===== src/rtl/quad_decoder.sv =====
// quad_decoder: quadrature A/B decoder producing step strobes, direction, signed position and error count.
// Optional glitch filter after the synchronizer is enabled by defining QUAD_FILTER_EN.
module quad_decoder #(
    parameter int FILT_N = 8,
    parameter int FILT_W = 4,
    parameter int POS_W  = 16,
    parameter int ERR_W  = 8
) (
    input  logic             clk,
    input  logic             rst_n,
    input  logic             a_i,
    input  logic             b_i,
    input  logic             clr_i,
    output logic             en_o,
    output logic             up_o,
    output logic             err_o,
    output logic [POS_W-1:0] pos_o,
    output logic [ERR_W-1:0] err_cnt_o
);
    if (FILT_N < 2 || (2 ** FILT_W) <= FILT_N) begin : g_bad_cfg
        $error("quad_decoder: FILT_N must be >= 2 and below 2**FILT_W");
    end
`ifdef QUAD_FILTER_EN
    localparam int VLD_W = 3;
`else
    localparam int VLD_W = 2;
`endif
    logic [1:0]       sync1_q, sync2_q, state_q, state_d, acc;
    logic [VLD_W-1:0] vld_q;
    logic             init_q, init_d, en_q, en_d, up_q, up_d, err_q, err_d;
    logic             fwd, rev, ill, live;
    logic [POS_W-1:0] pos_q, pos_d;
    logic [ERR_W-1:0] ecnt_q, ecnt_d;

    // vld_q marks when the pipeline holds real pin samples rather than reset zeros
    always_ff @(posedge clk or negedge rst_n) begin
        if (!rst_n) begin
            sync1_q <= '0;
            sync2_q <= '0;
            vld_q   <= '0;
        end else begin
            sync1_q <= {a_i, b_i};
            sync2_q <= sync1_q;
            vld_q   <= {vld_q[VLD_W-2:0], 1'b1};
        end
    end

`ifdef QUAD_FILTER_EN
    logic [1:0]        acc_q, acc_d, last_q;
    logic [FILT_W-1:0] cnt_q, cnt_d;

    always_comb begin
        acc_d = acc_q;
        cnt_d = cnt_q;
        if (!vld_q[2])
            acc_d = sync2_q;
        else if (sync2_q != last_q || sync2_q == acc_q)
            cnt_d = '0;
        else if (cnt_q == FILT_W'(FILT_N - 1)) begin
            acc_d = sync2_q;
            cnt_d = '0;
        end else
            cnt_d = cnt_q + FILT_W'(1);
    end

    always_ff @(posedge clk or negedge rst_n) begin
        if (!rst_n) begin
            acc_q  <= '0;
            last_q <= '0;
            cnt_q  <= '0;
        end else begin
            acc_q  <= acc_d;
            last_q <= sync2_q;
            cnt_q  <= cnt_d;
        end
    end

    assign acc = acc_q;
`else
    assign acc = sync2_q;
`endif

    assign live = vld_q[VLD_W-1];

    // Gray successor of {A,B} is {B,~A}; predecessor is {~B,A}
    always_comb begin
        fwd     = acc == {state_q[0], ~state_q[1]};
        rev     = acc == {~state_q[0], state_q[1]};
        ill     = acc == ~state_q;
        init_d  = init_q & ~live;
        state_d = live ? acc : state_q;
        en_d    = ~init_q & (fwd | rev);
        err_d   = ~init_q & ill;
        up_d    = en_d ? fwd : up_q;
        pos_d   = clr_i ? '0 : en_d ? (fwd ? pos_q + POS_W'(1) : pos_q - POS_W'(1)) : pos_q;
        ecnt_d  = clr_i ? '0 : (err_d && !(&ecnt_q)) ? ecnt_q + ERR_W'(1) : ecnt_q;
    end

    always_ff @(posedge clk or negedge rst_n) begin
        if (!rst_n) begin
            state_q <= '0;
            init_q  <= 1'b1;
            en_q    <= 1'b0;
            up_q    <= 1'b1;
            err_q   <= 1'b0;
            pos_q   <= '0;
            ecnt_q  <= '0;
        end else begin
            state_q <= state_d;
            init_q  <= init_d;
            en_q    <= en_d;
            up_q    <= up_d;
            err_q   <= err_d;
            pos_q   <= pos_d;
            ecnt_q  <= ecnt_d;
        end
    end

    assign en_o      = en_q;
    assign up_o      = up_q;
    assign err_o     = err_q;
    assign pos_o     = pos_q;
    assign err_cnt_o = ecnt_q;
endmodule

===== config.mk =====
export PLATFORM = sky130hd
export DESIGN_NAME = quad_decoder
export DESIGN_NICKNAME = d
export VERILOG_FILES = /design/src/rtl/quad_decoder.sv
export SDC_FILE = /design/constraint.sdc
export NUM_CORES = 1
export LEC_CHECK = 0
export CORE_MARGIN = 1.5
export CORE_UTILIZATION = 37
export CTS_CLUSTER_SIZE = 30
export DETAILED_ROUTE_END_ITERATION = 10
export HOLD_SLACK_MARGIN = 0.05
export SLEW_MARGIN = 25
export SYNTH_ARGS = -nofsm -noshare
export SYNTH_HDL_FRONTEND = slang
export SYNTH_SLANG_ARGS = --single-unit

===== constraint.sdc =====
create_clock -name clk -period 5.74 [get_ports clk]
set_input_delay 1.148 -clock clk [delete_from_list [all_inputs] [get_ports clk]]
set_output_delay 1.148 -clock clk [all_outputs]
set_load 0.03 [all_outputs]

==> run metrics, run 1 <==
# port buffers 31; cell family with most CP delay compound AO/OA/AOI/OAI gates; r2r worst-path depth 9; EDFF count, synth 0; Worst-Skew Late Latency 300 ps; r2r startpoint state_q[0]; DP Cell Count 336; asr flop ratio synth 100.0%; WP buf/inv 0; Layout Cells excl Fill between 300 and 400; DR vias 1847; Worst EP required 5930 ps; Mapped Cells 237; row count 28; Sw Share 45.05%; starting DRC count in detailed routing 57; Sw Pwr 581.2 uW; drt wl/cell 14.08 um; Post-DP HPWL 3284 um; Setup TNS Final 0 ps; CP Capture Type flop; layout overhead on the synthesized area 19.88%; final WL ~4800 um; Final min period between 3000 and 4000 ps; CTS Root Cell clkbuf_8; final hold slack 351.2 ps; cts hold-fix bufs 0; fin. max-slew vios 0; RR Endpoint pos_o[15]; Worst-Margin Slew 816.6 ps; most frequent cells in the layout 34 x dfrtp_1, 29 x clkdlybuf4s50_1, 27 x nand2_1; worst hold endpoint acc[1]; period utilization 56.78%; Post-Syn Area 2235 um^2; max_slew headroom 45.56%; antenna diode count 0; Final Worst Setup Slack 2481 ps; slowest stage delay, CP around 650 ps; Pwr Density 481.5 nW/um^2; CTS Sinks 36; Mapped Avg Cell Area 9.429 um^2; routability congestion estimate from global placement 0.8946; Final nets just under 300; grt ovf 0; vias in the first global route 1822; core area around 5900 um^2; worst vdd ir 169.3 uV; Clock power frac 14.5%; CP Depth 9; Leak Pwr 0.001175 uW; Flop pwr share about 27%; clock tree from TritonCTS yes; worst hold path class flop to flop; crit path DAT between 3000 and 4000 ps; total CTS buffers 5; top_reg_cell synth dfrtp_1; hold_sp sync1_q[1]; outcome finished, final reports clean; final hold viol count 0; f_max between 300 and 400 MHz; Worst-path clk slew 80 ps; critical path startpoint category flop; share of layout cells above drive strength 1 slightly above 7%; Initial DRT Pass Iterations 4; first-pass GRT wire length around 8200 um; Pint 708.8 uW; Syn Nets 260; die height 80.72 um; post-CTS setup buffers 0; crit path cell chain xor2_1 -> or2_1 -> ha_1 -> a211oi_1 -> o21ai_0 -> a41oi_1 -> nand3_1 -> o211ai_2 -> mux2_2; unrepaired setup endpoints after global routing no; Residual DRC 0; Setup CP Type flop to flop; antenna-violating nets left 0; slowest cell on the critical path or2_1; Hold Crit Depth 0; Gate power share between 50% and 60%; max-capacitance violation count 0; Max Clock Skew 9.190 ps; Seq/Total Area, Yosys 40.43%; clk buf depth 2; pre-CTS WS 2519 ps; Ports 32; commonest non-fill, non-tap cell in the layout dfrtp_1; r2r setup slk 2480 ps; initial antenna violation count 0; total number of yosys warnings 0; Starting Density 37.97%; Vias/cell approximately 5.4; Yosys reg bits 36; pin count of the biggest net entering global routing 37; cts repair resizes 0; critical path fanouts, max 21; Setup-failing EPs final 0; Die ar. 6515 um^2; H-tree depth 2; die width a little over 80 um; GRT Overall Usage 16.49%; synth unique cells 43
## Yosys cell counts (all sizes together) (6+ instances only)
| cell type | count | share of area (%) |
|---|---|---|
| nand2 | 27 | 4.5 |
| a21o | 6 | 2.0 |
| xnor2 | 12 | 4.7 |
| nand3b | 7 | 2.4 |
| dfrtp | 34 | 38 |
| o21ai | 12 | 2.7 |
| nor2 | 21 | 3.5 |
| a21oi | 21 | 4.7 |
| xor2 | 7 | 2.7 |
| ha | 17 | 9.5 |
| inv | 6 | 1.0 |
## registers in the layout, summed over array words and instances (netlist names)
name and flops:
pos_o 16, err_cnt_o 8, acc 2, state_q 2
sync1_q 2, vld_q 2, en_o 1, err_o 1
init_q 1, up_o 1
## final cells by class
class	count	area [um^2]
Fill cell	589	3207
Multi-Input combinational cell	188	1271
Sequential cell	36	903.4
Timing Repair Buffer	31	300.3
Tap cell	75	93.84
Clock buffer	5	68.82
Inverter	6	22.52
Clock inverter	3	18.77
## per-stage QoR
step	utilization, %	total power [uW]	cell area (um^2)
after floorplan	-	907.0	2235
after global placement	44.11	1107	2596
after detailed placement	44.03	1104	2591
after CTS	45.51	1300	2679
after global routing	45.51	1402	2679
final	45.51	1290	2679
## power by group through the flow
stage	Clock (uW)	Sequential (uW)	Combinational [uW]
after floorplan	0	437	470
after global placement	0	355	752
after detailed placement	0	356	748
after CTS	195	352	753
after global routing	204	357	841
final	187	349	753
## worst reg2reg max path, delay by kind of cell (launching register included)
kind / cells / cell delay, ps
fa+ha+maj: 1 / 450
compound gates: 4 / 910
flops: 1 / 410
mux: 1 / 340
xor+xnor: 1 / 270
simple gates: 2 / 770
## cells by family after synthesis
family | share of synthesized area [%]
AND/OR/NAND/NOR | 19.37
AO/OA/AOI/OAI | 17.52
flip-flops | 40.43
XOR/XNOR | 7.447
adder cells (fa/ha/maj) | 10.41
buffers and inverters | 2.687
multiplexers | 1.960
other | 0.1678
## worst max-delay path by stage
stage                from        end  slack, ps
2_1_floorplan  state_q[0]  pos_o[15]       2910
3_3_place_gp   state_q[0]  pos_o[15]       2590
3_5_place_dp   state_q[0]  pos_o[15]       2520
4_1_cts        state_q[0]  pos_o[15]       2500
5_1_grt        state_q[0]  pos_o[15]       2150
6_report       state_q[0]  pos_o[15]       2480
## metal layers
metal	GRT usage (%)	routed length [um]	vias to the layer above
met5	0	0	-
met4	7.069	93	0
met3	4.432	244	9
met2	27.98	2291	46
met1	19.57	2215	880
li1	-	-	912
Power figures use the tool's default switching activity.
==> run 2: changes to the inputs <==
==> constraint.sdc (replaced) <==
create_clock -name clk -period 3 [get_ports clk]
set_input_delay 0.6 -clock clk [delete_from_list [all_inputs] [get_ports clk]]
set_output_delay 0.6 -clock clk [all_outputs]
set_load 0.03 [all_outputs]
==> run 2 against run 1 <==
  * Non-clock buffer count increased by 11
  * Largest cell class unchanged
  * Largest power group unchanged
  * Via count is 1.2% higher
  * Sequential cell count stayed put
  * Critical path depth up 1
  * Worst hold slack lost 1.2 ps
  * Worst setup slack lost 2300 ps
  * Critical endpoint unchanged
  * Power increased by 98%
  * Highest routed layer unchanged
  * Global-route usage rose by 0.16 points
  * Final cell count rose by 3.2%
  * Wire length increased by 2.7%
  * Clock power grew 88%
==> run metrics, run 2 (same netlist as run 1, synthesis figures left out) <==
critical path startpoint category flop; f_max 350.6 MHz; routability congestion estimate from global placement 0.9268; outcome finished, final reports clean; critical path fanouts, max 21; Post-DP HPWL 3476 um; starting DRC count in detailed routing a little under 60; Starting Density between 30% and 40%; Setup CP Type flop to flop; clock tree from TritonCTS yes; CP Capture Type flop; Worst EP required 3180 ps; slowest cell on the critical path a2111o_1; share of layout cells above drive strength 1 roughly 10%; final WL 4976 um; Worst-path clk slew 90 ps; pre-CTS WS 140.9 ps; drt wl/cell 14.02 um; Initial DRT Pass Iterations 4; first-pass GRT wire length 8300 um; Max Clock Skew 10.27 ps; layout overhead on the synthesized area 24.36%; initial antenna violation count 0; Setup-failing EPs final 0; Worst-Margin Slew slightly above 800 ps; # fillers 571; clk buf depth 2; Worst-Skew Late Latency 290 ps; commonest non-fill, non-tap cell in the layout dfrtp_1; die width 80.72 um; max_slew headroom 46.33%; crit path DAT 3040 ps; antenna diode count 0; vias in the first global route 1796; Residual DRC 0; max-capacitance violation count 0; antenna-violating nets left 0; die height around 81 um; cts repair resizes 0; post-CTS setup buffers 0; total CTS buffers 5; crit path cell chain xor2_1 -> or2_1 -> buf_12 -> ha_1 -> and4_1 -> o21a_1 -> o21ai_0 -> a2111o_1 -> o211ai_2 -> mux2_2; core area just under 6000 um^2; worst hold path class flop to flop; period utilization 95.09%; grt ovf 0; # port buffers 31; Vias/cell approximately 5.3; CTS Sinks 36; Sequential Area 903.4 um^2; Setup TNS Final 0 ps; row count 28; DR vias 1869; slowest stage delay, CP between 400 and 500 ps; CTS Root Cell clkbuf_8; Leak Pwr between 0.001 and 0.0015 uW; cts hold-fix bufs 0; worst vdd ir 354.1 uV; GRT Overall Usage 16.65%; pin count of the biggest net entering global routing 37; unrepaired setup endpoints after global routing no; final hold viol count 0; Largest register FFs 16; most frequent cells in the layout 34 x dfrtp_1, 30 x clkdlybuf4s50_1, 27 x nand2_1; Final Worst Setup Slack 147.4 ps; H-tree depth 2; footprint of the multi-input gates 1271 um^2; fin. max-slew vios 0; Pwr Density just over 900 nW/um^2; Ports 32; Die ar. about 6500 um^2; Final nets between 300 and 400; Final min period ~2900 ps
-- run 2: cell type report --
class / instances / area share (%)
Clock inverter: 3 / 0.6754
Inverter: 6 / 0.8104
Tap cell: 75 / 3.377
Clock buffer: 5 / 2.476
Multi-Input combinational cell: 188 / 45.75
Timing Repair Buffer: 42 / 14.41
Sequential cell: 36 / 32.51
-- run 2: worst paths after layout --
kind                            cells after the start            to  startpoint  slack [ps]
worst max-delay path                               10     pos_o[15]  state_q[0]         150
worst min-delay path                                0        acc[1]  sync1_q[1]         350
worst max register to register                     10     pos_o[15]  state_q[0]         150
worst min register to register                      0        acc[1]  sync1_q[1]         350
max in group asynchronous                           1  err_cnt_o[1]       rst_n        2090
min in group asynchronous                           1     pos_o[10]       rst_n         390
-- run 2: power by group --
| group | switching [uW] | internal, uW | leakage (uW) |
|---|---|---|---|
| Sequential | 88.5 | 582 | 0.000462 |
| Combinational | 847 | 687 | 0.000721 |
| Clock | 189 | 162 | 0.0000479 |
-- run 2: worst max-delay path, delay by kind of cell, from the launching register on --
kind / cells / cell delay, ps
adder cells (fa/ha/maj): 1 / 380
AND/OR/NAND/NOR: 2 / 490
XOR/XNOR: 1 / 200
multiplexers: 1 / 350
AO/OA/AOI/OAI: 4 / 760
buffers and inverters: 1 / 170
flip-flops: 1 / 410
-- run 2: per-layer routing --
metal  track usage (%)  wire length, um  share of wire [%]  vias up
met2             27.90             2369                 48       37
met3             5.227              221                4.4        9
met1             20.60             2290                 46      882
met4             4.655               95                1.9        0
li1                  -                -                  -      941
met5                 0                0                  0        -
-- run 2: metrics by stage --
step | instance area [um^2] | total power (uW) | utilization (%) | hold WS (ps) | std cells
finish | 2779 | 2555 | 47.22 | 350.0 | 355
global route | 2779 | 2776 | 47.22 | 363.3 | 355
CTS | 2779 | 2589 | 47.22 | 353.7 | 355
detailed placement | 2691 | 2216 | 45.73 | 334.7 | 347
global placement | 2691 | 2220 | 45.73 | 331.7 | 347
floorplan | 2235 | 1735 | - | 304.4 | 237
